### config.mk
export PLATFORM = sky130hd
export DESIGN_NAME = costas_acq_ctrl_flat
export DESIGN_NICKNAME = d
export VERILOG_FILES = /design/src/rtl/costas_acq_ctrl_pkg.sv /design/src/rtl/costas_acq_ctrl_if.sv /design/src/rtl/costas_acq_ctrl_lock_metric.sv /design/src/rtl/costas_acq_ctrl.sv /design/src/flat_wrapper.sv
export SDC_FILE = /design/constraint.sdc
export NUM_CORES = 1
export LEC_CHECK = 0
export ABC_CLOCK_PERIOD_IN_PS = 6200
export CORE_MARGIN = 4
export CORE_UTILIZATION = 30
export DETAILED_ROUTE_END_ITERATION = 10
export GPL_ROUTABILITY_DRIVEN = 0
export PLACE_DENSITY_LB_ADDON = 0.12
export REMOVE_ABC_BUFFERS = 1
export SETUP_SLACK_MARGIN = 0.05
export SLEW_MARGIN = 20
export SYNTH_ARGS = -nofsm -noshare
export SYNTH_HDL_FRONTEND = slang
export SYNTH_SLANG_ARGS = --single-unit
### constraint.sdc
create_clock -name clk -period 6.2 [get_ports clk]
set_input_delay 1.24 -clock clk [delete_from_list [all_inputs] [get_ports clk]]
set_output_delay 1.24 -clock clk [all_outputs]
set_load 0.03 [all_outputs]
### src/rtl/costas_acq_ctrl_pkg.sv
// costas_pkg: shared types and constants for the Costas acquisition controller.
//   state_t      : controller FSM states
//   NOMINAL_PINC : nominal NCO phase increment that freq_offset is added to
//   W_IQ_DEF     : default I/Q sample width
//   metric_w()   : lock-metric accumulator width for a given sample width and window
package costas_pkg;

    typedef enum logic [2:0] {
        ST_IDLE,
        ST_STEP,
        ST_SETTLE,
        ST_MEASURE,
        ST_TRACK
    } state_t;

    localparam logic signed [31:0] NOMINAL_PINC = 32'sd919123001;
    localparam int W_IQ_DEF = 14;

    // |i|-|q| needs W_IQ+2 signed bits; summing 2^win_log2 of them adds win_log2 bits.
    function automatic int metric_w(input int w_iq, input int win_log2);
        return w_iq + 2 + win_log2;
    endfunction

endpackage

### src/rtl/costas_acq_ctrl_if.sv
// costas_acq_ctrl_if: controller <-> Costas loop datapath bundle.
//   iq_valid/i_data/q_data : loop I/Q low-pass outputs (datapath -> controller)
//   loop_rst/loop_en       : loop datapath reset / enable (controller -> datapath)
//   freq_offset            : signed offset added to NOMINAL_PINC
//   gain_sel               : 0 = wide acquisition gain, 1 = narrow track gain
// master = controller side, slave = datapath side.
interface costas_acq_ctrl_if #(
    parameter int W_IQ = costas_pkg::W_IQ_DEF
);
    logic                   iq_valid;
    logic signed [W_IQ-1:0] i_data;
    logic signed [W_IQ-1:0] q_data;
    logic                   loop_rst;
    logic                   loop_en;
    logic signed [31:0]     freq_offset;
    logic                   gain_sel;

    modport master (
        input  iq_valid, i_data, q_data,
        output loop_rst, loop_en, freq_offset, gain_sel
    );

    modport slave (
        output iq_valid, i_data, q_data,
        input  loop_rst, loop_en, freq_offset, gain_sel
    );
endinterface

### src/rtl/costas_acq_ctrl_lock_metric.sv
// costas_lock_metric: windowed lock metric sum(|i| - |q|) over 2^WIN_LOG2 valid samples.
//   clk, rst_n    : clock, async active-low reset
//   clear_i       : drop the partial window (sum and sample count)
//   en_i          : accumulate only while set
//   iq_valid_i    : qualifies i_data_i / q_data_i
//   i/q_data_i    : signed loop LPF outputs
//   win_done_o    : high in the cycle carrying the last sample of a window
//   acc_o         : running sum including the current cycle's sample; on
//                   win_done_o this is the complete window total
module costas_lock_metric
    import costas_pkg::*;
#(
    parameter  int W_IQ     = W_IQ_DEF,
    parameter  int WIN_LOG2 = 10,
    localparam int ACC_W    = metric_w(W_IQ, WIN_LOG2)
) (
    input  logic                    clk,
    input  logic                    rst_n,
    input  logic                    clear_i,
    input  logic                    en_i,
    input  logic                    iq_valid_i,
    input  logic signed [W_IQ-1:0]  i_data_i,
    input  logic signed [W_IQ-1:0]  q_data_i,
    output logic                    win_done_o,
    output logic signed [ACC_W-1:0] acc_o
);
    logic signed [W_IQ:0]   i_ext, q_ext, abs_i, abs_q;
    logic signed [W_IQ+1:0] diff;
    logic signed [ACC_W-1:0] acc_q;
    logic [WIN_LOG2-1:0]     cnt_q;
    logic                    take;

    // One extra bit so the most negative input has a representable magnitude.
    assign i_ext = {i_data_i[W_IQ-1], i_data_i};
    assign q_ext = {q_data_i[W_IQ-1], q_data_i};
    assign abs_i = i_ext[W_IQ] ? -i_ext : i_ext;
    assign abs_q = q_ext[W_IQ] ? -q_ext : q_ext;
    assign diff  = {1'b0, abs_i} - {1'b0, abs_q};

    assign take       = en_i && iq_valid_i;
    assign win_done_o = take && (cnt_q == '1);
    // Exposing the sum including this sample lets the FSM decide on the same edge.
    assign acc_o      = acc_q + (take ? {{WIN_LOG2{diff[W_IQ+1]}}, diff} : '0);

    always_ff @(posedge clk or negedge rst_n) begin
        if (!rst_n) begin
            acc_q <= '0;
            cnt_q <= '0;
        end else if (clear_i) begin
            acc_q <= '0;
            cnt_q <= '0;
        end else if (take) begin
            cnt_q <= cnt_q + WIN_LOG2'(1);
            acc_q <= win_done_o ? '0 : acc_o;
        end
    end
endmodule

### src/rtl/costas_acq_ctrl.sv
// costas_acq_ctrl: acquisition/lock controller for the Costas carrier-recovery loop.
// Sweeps freq_offset over [-SWEEP_SPAN, SWEEP_SPAN], resetting and settling the loop
// per step, measures a windowed |i|-|q| metric, locks into narrow tracking gain and
// re-acquires after LOSS_CNT consecutive bad tracking windows.
//   clk, rst_n  : clock, async active-low reset
//   start       : pulse, begin acquisition from IDLE
//   stop        : pulse, return to IDLE from any state (beats start)
//   bus         : loop datapath bundle (I/Q in; loop_rst, loop_en, freq_offset, gain_sel out)
//   locked      : lock indication
//   sweep_wraps : saturating count of full sweeps without lock
module costas_acq_ctrl
    import costas_pkg::*;
#(
    parameter int                 W_IQ       = W_IQ_DEF,
    parameter logic signed [31:0] SWEEP_SPAN = 32'sd8589934,
    parameter logic signed [31:0] SWEEP_STEP = 32'sd1073741,
    parameter int                 SETTLE     = 256,
    parameter int                 WIN_LOG2   = 10,
    parameter int                 LOCK_TH    = 400000,
    parameter int                 UNLOCK_TH  = 100000,
    parameter int                 LOSS_CNT   = 4
) (
    input  logic                     clk,
    input  logic                     rst_n,
    input  logic                     start,
    input  logic                     stop,
    costas_acq_ctrl_if.master        bus,
    output logic                     locked,
    output logic [7:0]               sweep_wraps
);
    localparam int ACC_W = metric_w(W_IQ, WIN_LOG2);
    localparam int SET_W = $clog2(SETTLE + 1);
    localparam int BAD_W = $clog2(LOSS_CNT + 1);

    state_t             state_q;
    logic [SET_W-1:0]   settle_q;
    logic [BAD_W-1:0]   bad_q;
    logic               loop_rst_q, loop_en_q, gain_q, locked_q;
    logic signed [31:0] freq_q;
    logic [7:0]         wraps_q;

    logic                    win_done;
    logic signed [ACC_W-1:0] acc;
    logic signed [31:0]      acc_ext;
    logic signed [32:0]      next_off;

    costas_lock_metric #(.W_IQ(W_IQ), .WIN_LOG2(WIN_LOG2)) u_metric (
        .clk        (clk),
        .rst_n      (rst_n),
        .clear_i    (state_q == ST_IDLE || state_q == ST_STEP),
        .en_i       (state_q == ST_MEASURE || state_q == ST_TRACK),
        .iq_valid_i (bus.iq_valid),
        .i_data_i   (bus.i_data),
        .q_data_i   (bus.q_data),
        .win_done_o (win_done),
        .acc_o      (acc)
    );

    // Thresholds may exceed the accumulator range for small windows; compare at 32 bits.
    assign acc_ext  = 32'(acc);
    // One guard bit so offset + step cannot wrap before the span check.
    assign next_off = 33'(freq_q) + 33'(SWEEP_STEP);

    always_ff @(posedge clk or negedge rst_n) begin
        if (!rst_n) begin
            state_q    <= ST_IDLE;
            settle_q   <= '0;
            bad_q      <= '0;
            loop_rst_q <= 1'b1;
            loop_en_q  <= 1'b0;
            freq_q     <= '0;
            gain_q     <= 1'b0;
            locked_q   <= 1'b0;
            wraps_q    <= '0;
        end else if (stop) begin
            state_q    <= ST_IDLE;
            loop_rst_q <= 1'b1;
            loop_en_q  <= 1'b0;
            freq_q     <= '0;
            gain_q     <= 1'b0;
            locked_q   <= 1'b0;
        end else begin
            case (state_q)
                ST_IDLE: if (start) begin
                    state_q <= ST_STEP;
                    freq_q  <= -SWEEP_SPAN;
                    wraps_q <= '0;
                end
                ST_STEP: begin
                    state_q    <= ST_SETTLE;
                    settle_q   <= '0;
                    loop_rst_q <= 1'b0;
                    loop_en_q  <= 1'b1;
                    gain_q     <= 1'b0;
                    locked_q   <= 1'b0;
                end
                ST_SETTLE: begin
                    if (settle_q == SET_W'(SETTLE - 1)) state_q <= ST_MEASURE;
                    else settle_q <= settle_q + SET_W'(1);
                end
                ST_MEASURE: if (win_done) begin
                    if (acc_ext > LOCK_TH) begin
                        state_q  <= ST_TRACK;
                        gain_q   <= 1'b1;
                        locked_q <= 1'b1;
                        bad_q    <= '0;
                    end else begin
                        state_q    <= ST_STEP;
                        loop_rst_q <= 1'b1;
                        loop_en_q  <= 1'b0;
                        if (next_off <= 33'(SWEEP_SPAN)) begin
                            freq_q <= next_off[31:0];
                        end else begin
                            freq_q <= -SWEEP_SPAN;
                            if (wraps_q != 8'hFF) wraps_q <= wraps_q + 8'd1;
                        end
                    end
                end
                ST_TRACK: if (win_done) begin
                    if (acc_ext < UNLOCK_TH) begin
                        if (bad_q == BAD_W'(LOSS_CNT - 1)) begin
                            state_q    <= ST_STEP;
                            loop_rst_q <= 1'b1;
                            loop_en_q  <= 1'b0;
                            gain_q     <= 1'b0;
                            locked_q   <= 1'b0;
                            freq_q     <= -SWEEP_SPAN;
                            bad_q      <= '0;
                        end else begin
                            bad_q <= bad_q + BAD_W'(1);
                        end
                    end else begin
                        bad_q <= '0;
                    end
                end
                default: state_q <= ST_IDLE;
            endcase
        end
    end

    assign bus.loop_rst    = loop_rst_q;
    assign bus.loop_en     = loop_en_q;
    assign bus.freq_offset = freq_q;
    assign bus.gain_sel    = gain_q;
    assign locked          = locked_q;
    assign sweep_wraps     = wraps_q;
endmodule

### src/flat_wrapper.sv
// flat-port wrapper written by rule: the top's interface ports become plain ports
module costas_acq_ctrl_flat import costas_pkg::*;
#(
    parameter int                 W_IQ       = W_IQ_DEF,
    parameter logic signed [31:0] SWEEP_SPAN = 32'sd8589934,
    parameter logic signed [31:0] SWEEP_STEP = 32'sd1073741,
    parameter int                 SETTLE     = 256,
    parameter int                 WIN_LOG2   = 10,
    parameter int                 LOCK_TH    = 400000,
    parameter int                 UNLOCK_TH  = 100000,
    parameter int                 LOSS_CNT   = 4
)
  (clk, rst_n, start, stop, locked, sweep_wraps, bus_iq_valid, bus_i_data, bus_q_data, bus_loop_rst, bus_loop_en, bus_freq_offset, bus_gain_sel);
  costas_acq_ctrl_if #(.W_IQ(W_IQ)) bus_i ();
  input  logic clk;
  input  logic rst_n;
  input  logic start;
  input  logic stop;
  output logic locked;
  output logic [7:0] sweep_wraps;
  input wire logic [$bits(bus_i.iq_valid)-1:0] bus_iq_valid;
  input wire logic [$bits(bus_i.i_data)-1:0] bus_i_data;
  input wire logic [$bits(bus_i.q_data)-1:0] bus_q_data;
  output wire logic [$bits(bus_i.loop_rst)-1:0] bus_loop_rst;
  output wire logic [$bits(bus_i.loop_en)-1:0] bus_loop_en;
  output wire logic [$bits(bus_i.freq_offset)-1:0] bus_freq_offset;
  output wire logic [$bits(bus_i.gain_sel)-1:0] bus_gain_sel;
  assign bus_i.iq_valid = bus_iq_valid;
  assign bus_i.i_data = bus_i_data;
  assign bus_i.q_data = bus_q_data;
  assign bus_loop_rst = bus_i.loop_rst;
  assign bus_loop_en = bus_i.loop_en;
  assign bus_freq_offset = bus_i.freq_offset;
  assign bus_gain_sel = bus_i.gain_sel;
  costas_acq_ctrl #(.W_IQ(W_IQ), .SWEEP_SPAN(SWEEP_SPAN), .SWEEP_STEP(SWEEP_STEP), .SETTLE(SETTLE), .WIN_LOG2(WIN_LOG2), .LOCK_TH(LOCK_TH), .UNLOCK_TH(UNLOCK_TH), .LOSS_CNT(LOSS_CNT)) u_core (.clk(clk), .rst_n(rst_n), .start(start), .stop(stop), .bus(bus_i), .locked(locked), .sweep_wraps(sweep_wraps));
endmodule
==> results.toml, run 1 <==
[placement]
hpwl_microns = 22300
numPortBuffers = 76

[logic_synthesis]
netlist_area_sq_um = 9070
synth_cell_types = 98
ys.flop_type = "dfrtp_1"
synthArstFlopShare_pct = 100
synth_edf_count = 0
yosys_warnings = 0
ys_seq_area_share_pct = 26.0
ys_seq_elements = 94
syn_inst = 1107
syn-mean-instance-area_sq_um = 8.19

[final_layout]
layout_commonest_cell = "buf_4"
n_fill_cell = 2883
final_cell_mix = "buf_4 (247), nand2_1 (93), dfrtp_1 (93)"
diodes = 0
synthToLayoutAreaGrowth_pct = 51.8
nets = 1495
drive_gt1_share_pct = 36.1

[setup_path]
ff2ff_setup_slack_ns = 0.93
crit_slowest_cell = "a221o_1"
r2r_cells = 20
path_max_fanout = 6
worstReg2RegEnd = "u_core.bus.freq_offset[5]"
max_stage_delay_ns = 0.40
crit_type = "in -> reg"
r2r_start = "u_core.state_q[2]"
worstPathRequired_ns = 6.43
cp.arrival_ns = 7.02
critPathLaunchType = "primary input"
cp-end-kind = "register"

[drt]
wl_met2_microns = 14900
routed_via_density = 5.49
highest_layer = "met4"
ant_nets = 0
finalWirelength_microns = 32200
wire_per_inst_microns = 17.8
drtIter0Drc = 616
via_count = 9906
drc = 0
wl_met3_microns = 1100
wl_met1_microns = 15900
first_pass_iters = 5

[hold_path]
min_delay_worst_endpoint = "u_core.bus.loop_rst"
hp-class = "reg -> reg"
hp-start = "u_core.bus.loop_rst"
hold_depth = 2

[run]
maxCapViolations = 0

[clock_tree]
cts_hold_buf = 0
tritoncts = "built"
cts-root-buf = "clkbuf_16"
h-tree-depth = 3
cts.path.max_buffers = 2
cts.sinks = 94
clk_pin_slew_ns = 0.08
clock_latency_ns = 0.36
numCtsBuffers = 9

[power]
leakagePower_nw = 5.89
power.density_nw_per_um2 = 250
peakVddDrop_mv = 0.148

[sta]
maxSlewHeadroom_pct = 23.3
fmax_mhz = 147
period_minus_slack_ns = 6.78
worstMarginPinSlew_ns = 1.15
maxSlewViolCount = 0
final.setup_skew_ns = 0.0197
timing.hold.ws_ns = 0.485
grt_setup_unrepaired = "yes"
period_share_pct = 109
hold_violations = 0
finalWorstSetupSlack_ns = -0.583
final-setup-viol-count = 48
finalSetupTns_ns = -23.20

[global_route]
antenna_found_initial = 0
grt_pass1_wl_microns = 50900
grt_max_degree = 52
grt_remaining_overflow = 0
track_usage_pct = 18.3
grt_pass1_vias = 9628

[floorplanning]
fp.dieH_microns = 182
fp.dieArea_sq_um = 33100
fp.dieW_microns = 182
ioPinCount = 77
rows = 63
start_util_pct = 30.5
core-area_sq_um = 29700

[outcome]
violations = "negative setup slack"
outcome = "complete, but fails checks"
-- critical path, delay by kind of cell --
family | cells | cell delay (ns)
AOI/OAI and AO/OA | 11 | 2.34
adders and majority gates | 2 | 0.61
buffers and inverters | 6 | 0.95
xor gates and xnor gates | 3 | 0.49
muxes | 1 | 0.25
and+or+nand+nor | 9 | 1.11
-- per-stage QoR --
step | utilization, % | total power [W] | worst slack, ns | std cells | area [sq um]
6_report | 46.3 | 0.00345 | -0.583 | 1806 | 13800
5_1_grt | 46.3 | 0.00364 | -0.854 | 1806 | 13800
4_1_cts | 43.4 | 0.00327 | -0.557 | 1776 | 12900
3_5_place_dp | 39.3 | 0.00246 | -1.79 | 1727 | 11700
3_3_place_gp | 39.3 | 0.00246 | -1.75 | 1727 | 11700
2_1_floorplan | - | 0.00176 | -1.31 | 1041 | 8710
-- layer usage --
metal  global-route usage [%]  vias to the layer above
met5                        0                        -
met1                     26.9                     4846
li1                         -                     4862
met4                     3.24                        0
met2                     29.3                      181
met3                     2.28                       17
-- how the worst max path moves through the flow --
stage	endpoint	start	slack, ns	cells after the start
after detailed placement	u_core.bus.freq_offset[28]	bus_i_data[0]	-1.79	26
final	u_core.bus.freq_offset[5]	bus_i_data[2]	-0.58	32
after global routing	u_core.bus.freq_offset[15]	bus_i_data[0]	-0.85	29
after floorplan	u_core.bus.freq_offset[22]	bus_i_data[0]	-1.31	25
after CTS	u_core.bus.freq_offset[14]	bus_i_data[0]	-0.56	30
after global placement	u_core.bus.freq_offset[19]	bus_q_data[4]	-1.75	30
-- power by group --
group / leakage (nW) / internal (W) / switching, W
combinational: 4.47 / 0.000888 / 0.00104
clock: 0.143 / 0.000287 / 0.000310
sequential: 1.28 / 0.000704 / 0.000220
total: 5.89 / 0.00188 / 0.00157
-- cell families after synthesis --
logic type / after synthesis / synth area share, %
other cells: 2 / 0.0828
compound gates: 390 / 32.0
flops: 94 / 26.0
mux: 9 / 1.06
fa+ha+maj: 51 / 7.20
xor+xnor: 58 / 5.60
buf+inv: 105 / 5.52
simple gates: 398 / 22.5
-- Yosys cell counts, types with 12 or more instances --
cell type    n  area share [%]
nor2_1      82             3.4
nor3_1      29             1.6
a21o_1      14             1.2
nand2_1    105             4.3
o21a_1      17             1.4
clkbuf_1    27             1.1
nor2b_1     13            0.90
and3_1      15             1.0
nand3_1     38             2.1
buf_2       19             1.0
nand4_1     21             1.4
a22o_1      14             1.4
or3_1       20             1.4
a31oi_1     18             1.2
xnor2_1     29             2.8
inv_1       38             1.6
xor2_1      29             2.8
o21ai_0     74             4.1
a21oi_1     62             3.4
a311oi_1    12             1.2
nor4_1      16             1.1
ha_1        49             6.8
o211ai_1    14             1.2
a211oi_1    29             2.4
dfrtp_1     93              26
-- state kept, by name, summed over array words and instances, names as in the netlist, 3 cells and up --
signal and count:
u_core.bus.freq_offset 32, u_core.state_q 3, u_core.u_metric.cnt_q 10, u_core.sweep_wraps 8
u_core.settle_q 9, u_core.bad_q 3, u_core.u_metric.acc_q 26
-- cell type report --
type | count | area, sq um | share of cell area [%]
repair buffers | 359 | 3120 | 22.6
clock buffers | 9 | 225 | 1.64
well taps | 390 | 488 | 3.55
multi-input cells | 908 | 7360 | 53.5
flip-flops and latches | 94 | 2350 | 17.1
inverters | 39 | 149 | 1.08
clock inverters | 7 | 72.6 | 0.527
-- what timing repair did --
item                                    CTS  global route
gates cloned                              1             4
endpoints found under the setup margin   50            50
setup buffers                            32            26
resized for setup                       172           124
pin swaps                                93           103
Power figures use the tool's default switching activity.
==> run 2: changes to the inputs <==
- HOLD_SLACK_MARGIN: unset -> 0.1
- SETUP_SLACK_MARGIN: 0.05 -> 0.2
- SKIP_LAST_GASP: unset -> 1
==> run 2 against run 1 <==
Against the previous run:
- the run still ends with negative setup slack left
- combinational power decreased by 3%
- routed wire length is 0.65% lower
- core utilization is 0.57 points lower
- clock skew rose by 0.00068 ns
- die area did not move
- flip-flop and latch count did not move
- final area shrank 1.2%
- first-iteration DRC count is 1.8% higher
- largest cell class unchanged
==> results.toml, run 2 (synthesized netlist as in run 1, its figures left out) <==
[outcome]
outcome = "complete, but fails checks"
violations = "negative setup slack"

[clock_tree]
clk_pin_slew_ns = 0.08
numCtsBuffers = 9
clock_latency_ns = 0.37
cts-root-buf = "clkbuf_16"
cts.path.max_buffers = 2
h-tree-depth = 3
cts.sinks = 94
tritoncts = "built"

[power]
leakagePower_nw = 5.83
p_total_w = 0.00339
peakVddDrop_mv = 0.142
power.density_nw_per_um2 = 250

[placement]
hpwl_microns = 22300
numPortBuffers = 76
dp.cells = 1727
placed_area_sq_um = 11700

[final_layout]
layout_commonest_cell = "buf_4"
largest_reg_flops = 32
n_fill_cell = 2895
nets = 1491
diodes = 0
synthToLayoutAreaGrowth_pct = 49.9
final_cell_count_no_fill = 1802
final_cell_mix = "buf_4 (247), nand2_1 (95), dfrtp_1 (93)"
final_area_sq_um = 13600
drive_gt1_share_pct = 34.8

[global_route]
grt_remaining_overflow = 0
track_usage_pct = 18.3
antenna_found_initial = 0
grt_pass1_wl_microns = 50900
grt_pass1_vias = 9624
grt_max_degree = 52

[setup_path]
cp.arrival_ns = 7.01
max_stage_delay_ns = 0.51
crit_top_cell = "buf_4"
crit_type = "in -> reg"
worstPathRequired_ns = 6.44
cp-end-kind = "register"
critPathLaunchType = "primary input"
path_max_fanout = 6
ff2ff_setup_slack_ns = 0.96
crit_slowest_cell = "or4_4"

[sta]
final.setup_skew_ns = 0.0204
hold_violations = 0
period_minus_slack_ns = 6.77
finalWorstSetupSlack_ns = -0.568
period_share_pct = 109
grt_setup_unrepaired = "yes"
worstMarginPinSlew_ns = 1.08
fmax_mhz = 148
maxSlewViolCount = 0
timing.hold.ws_ns = 0.485
maxSlewHeadroom_pct = 27.5
final-setup-viol-count = 48
finalSetupTns_ns = -22.90

[drt]
routed_via_density = 5.49
wire_per_inst_microns = 17.8
finalWirelength_microns = 32000
ant_nets = 0
drc = 0
via_count = 9885
drtIter0Drc = 627
first_pass_iters = 5

[floorplanning]
start_util_pct = 30.5
ioPinCount = 77
fp.dieH_microns = 182
fp.dieArea_sq_um = 33100
rows = 63
fp.dieW_microns = 182
core-area_sq_um = 29700

[run]
maxCapViolations = 0

[hold_path]
hp-class = "reg -> reg"
-- run 2: worst paths after layout --
path | start | end | cells after the start
worst max-delay path | bus_i_data[0] | u_core.bus.freq_offset[6] | 29
worst min-delay path | u_core.bus.loop_rst | u_core.bus.loop_rst | 2
worst max register to register | u_core.state_q[2] | u_core.bus.freq_offset[6] | 21
worst min register to register | u_core.bus.loop_rst | u_core.bus.loop_rst | 2
max in group asynchronous | rst_n | u_core.u_metric.acc_q[13] | 2
min in group asynchronous | rst_n | u_core.u_metric.acc_q[0] | 1
-- run 2: cell type report --
type	count	area [sq um]	area share (%)
clock buffers	9	225	1.66
clock inverters	7	72.6	0.534
flip-flops and latches	94	2350	17.3
well taps	390	488	3.59
repair buffers	355	3050	22.4
multi-input cells	908	7250	53.4
inverters	39	149	1.10
-- run 2: stage by stage --
| step | setup WS, ns | util, % |
|---|---|---|
| 3_5_place_dp | -1.79 | 39.3 |
| 4_1_cts | -0.557 | 43.4 |
| 3_3_place_gp | -1.75 | 39.3 |
| 2_1_floorplan | -1.31 | - |
| 6_report | -0.568 | 45.7 |
| 5_1_grt | -0.852 | 45.7 |
-- run 2: routing by layer --
| layer | vias to the layer above | wire, microns | track usage [%] | share of wire [%] |
|---|---|---|---|---|
| li1 | 4855 | - | - | - |
| met1 | 4817 | 15900 | 26.8 | 50 |
| met2 | 192 | 14600 | 29.3 | 46 |
| met3 | 21 | 1170 | 2.28 | 3.6 |
| met4 | 0 | 327 | 3.24 | 1.0 |
| met5 | - | 0 | 0 | 0 |
-- run 2: timing repair --
item / in CTS / in global routing
buffers inserted: 32 / 23
setup endpoints to repair: 59 / 54
hold buffers: 0 / 0
resized for setup: 170 / 99
pin swaps: 92 / 93
endpoints found under the hold margin: 0 / 0
cloned: 1 / 3
-- run 2: worst max-delay path, delay by kind of cell --
family / cells / cell delay, ns
AO/OA/AOI/OAI: 10 / 2.27
buffers and inverters: 8 / 0.97
XOR/XNOR: 2 / 0.26
adder cells (fa/ha/maj): 2 / 0.52
AND/OR/NAND/NOR: 7 / 1.74
-- run 2: power breakdown --
part | switching [W] | leakage [nW] | total, W | internal, W
Combinational | 0.00102 | 4.41 | 0.00188 | 0.000859
Clock | 0.000311 | 0.143 | 0.000597 | 0.000287
Sequential | 0.000215 | 1.28 | 0.000919 | 0.000704
==> run 3: changes to the inputs <==
- CORE_ASPECT_RATIO: unset -> 1.1
==> run 3 against run 2 <==
Against the previous run:
- the flow still finishes with violations (negative setup slack)
- combinational power down 5%
- largest cell class unchanged
- non-clock buffer count down 7
- routed wire length down 3.3%
- via count down 0.72%
- setup slack worse by 0.068 ns
- sequential power down 0.8%
- sequential share of layout area up 0.22 points
- final area down 1.3%
- flip-flop and latch count unchanged
- clock power up 7.7%
==> results.toml, run 3 (synthesized netlist as in run 1, its figures left out) <==
[setup_path]
crit_top_cell = "buf_6"
cp-end-kind = "register"
critPathLaunchType = "primary input"
crit_slowest_cell = "or3_4"
cp.arrival_ns = 7.07
r2r_start = "u_core.state_q[2]"
crit_type = "in -> reg"
max_stage_delay_ns = 0.42
cp-startpoint = "bus_i_data[1]"
worstPathRequired_ns = 6.43
path_max_fanout = 7

[sta]
worstMarginPinSlew_ns = 1.08
maxSlewViolCount = 0
period_minus_slack_ns = 6.84
maxSlewHeadroom_pct = 27.4
final-setup-viol-count = 48
period_share_pct = 110
fmax_mhz = 146
final.setup_skew_ns = 0.0136
hold_violations = 0
finalWorstSetupSlack_ns = -0.636
grt_setup_unrepaired = "yes"

[power]
power.density_nw_per_um2 = 249
peakVddDrop_mv = 0.126
p_total_w = 0.00335
leakagePower_nw = 5.68

[drt]
drc = 0
drtIter0Drc = 622
routed_via_density = 5.52
via_count = 9814
first_pass_iters = 5
finalWirelength_microns = 30900
ant_nets = 0
wire_per_inst_microns = 17.4

[clock_tree]
cts-root-buf = "clkbuf_16"
h-tree-depth = 3
cts.path.max_buffers = 2
tritoncts = "built"
numCtsBuffers = 9
clock_latency_ns = 0.36
clk_pin_slew_ns = 0.06
cts_hold_buf = 0
cts.sinks = 94

[run]
maxCapViolations = 0

[outcome]
outcome = "complete, but fails checks"
violations = "negative setup slack"

[placement]
hpwl_microns = 22200
post-place-ws_ns = -1.62
numPortBuffers = 76

[floorplanning]
rows = 66
start_util_pct = 30.5
ioPinCount = 77
fp.dieW_microns = 174
core-area_sq_um = 29700
fp.dieArea_sq_um = 33100
fp.dieH_microns = 190

[global_route]
grt_pass1_vias = 9711
antenna_found_initial = 0
grt_remaining_overflow = 0
track_usage_pct = 18.2
grt_max_degree = 54
grt_pass1_wl_microns = 50800

[final_layout]
final_util_pct = 45.2
nets = 1484
layout_commonest_cell = "buf_4"
drive_gt1_share_pct = 33.1
synthToLayoutAreaGrowth_pct = 48.1
final_cell_mix = "buf_4 (231), nand2_1 (96), dfrtp_1 (93)"
n_fill_cell = 2954
diodes = 0
largest_reg_flops = 32

[hold_path]
hp-start = "u_core.bus.loop_rst"
hp-class = "reg -> reg"
[run 3: changes by cell type in the layout (fill, tap and decap cells not counted), moves of 3 or more]
cell / previous run / this run
buf_12: 6 / 3
bufinv_16: 0 / 3
clkdlybuf4s50_1: 62 / 65
clkbuf_1: 0 / 3
xor2_1: 24 / 27
o21ai_1: 12 / 15
buf_6: 25 / 37
a211oi_1: 17 / 25
buf_2: 3 / 0
buf_4: 247 / 231
a211oi_2: 15 / 6
[run 3: final timing paths]
| kind | to | slack, ns | cells after the start |
|---|---|---|---|
| setup / recovery | u_core.bus.freq_offset[28] | -0.64 | 33 |
| hold reg to reg | u_core.bus.loop_rst | 0.48 | 2 |
| hold / removal | u_core.bus.loop_rst | 0.48 | 2 |
| max in group asynchronous | u_core.bus.loop_rst | 4.18 | 2 |
| min in group asynchronous | u_core.u_metric.acc_q[1] | 0.93 | 1 |
| setup reg to reg | u_core.bus.freq_offset[28] | 1.22 | 20 |
[run 3: layout make-up]
type	instances	area [sq um]	share of cell area, %
sequential	94	2350	17.5
inverter	39	149	1.11
multi-input combinational	908	7110	52.9
timing repair buffer	348	3020	22.5
clock inverter	4	95.1	0.708
tap	374	468	3.49
clock buffer	12	236	1.76
[run 3: timing repair]
action	CTS	global route
pin swaps	62	75
setup endpoints to repair	56	55
cloned	3	0
setup buffers	41	15
resized for setup	161	90
[run 3: report_power, final]
part	switching [W]	leakage [nW]	internal, W
logic	0.000979	4.24	0.000811
clock network	0.000249	0.161	0.000395
registers	0.000207	1.28	0.000705
total	0.00144	5.68	0.00191
[run 3: layer usage]
metal	GRT usage (%)	wire [microns]	vias up
met3	2.56	961	32
met5	0	0	-
li1	-	-	4835
met4	3.05	328	0
met1	25.0	14800	4760
met2	31.1	14900	187
[run 3: critical path, delay by kind of cell]
kind / cells / cell delay [ns]
AOI/OAI and AO/OA: 10 / 2.39
and+or+nand+nor: 10 / 1.48
buffers and inverters: 7 / 0.77
adders and majority gates: 3 / 0.69
xor gates and xnor gates: 3 / 0.51
[run 3: through the flow]
stage	hold WS [ns]	cells	area, sq um	TNS (ns)
after global routing	0.489	1779	13400	-35.44
final	0.476	1779	13400	-23.53
after global placement	0.455	1704	11600	-68.96
after CTS	0.479	1764	12900	-27.43
after detailed placement	0.453	1704	11600	-69.24
after floorplan	0.455	1041	8710	-49.53
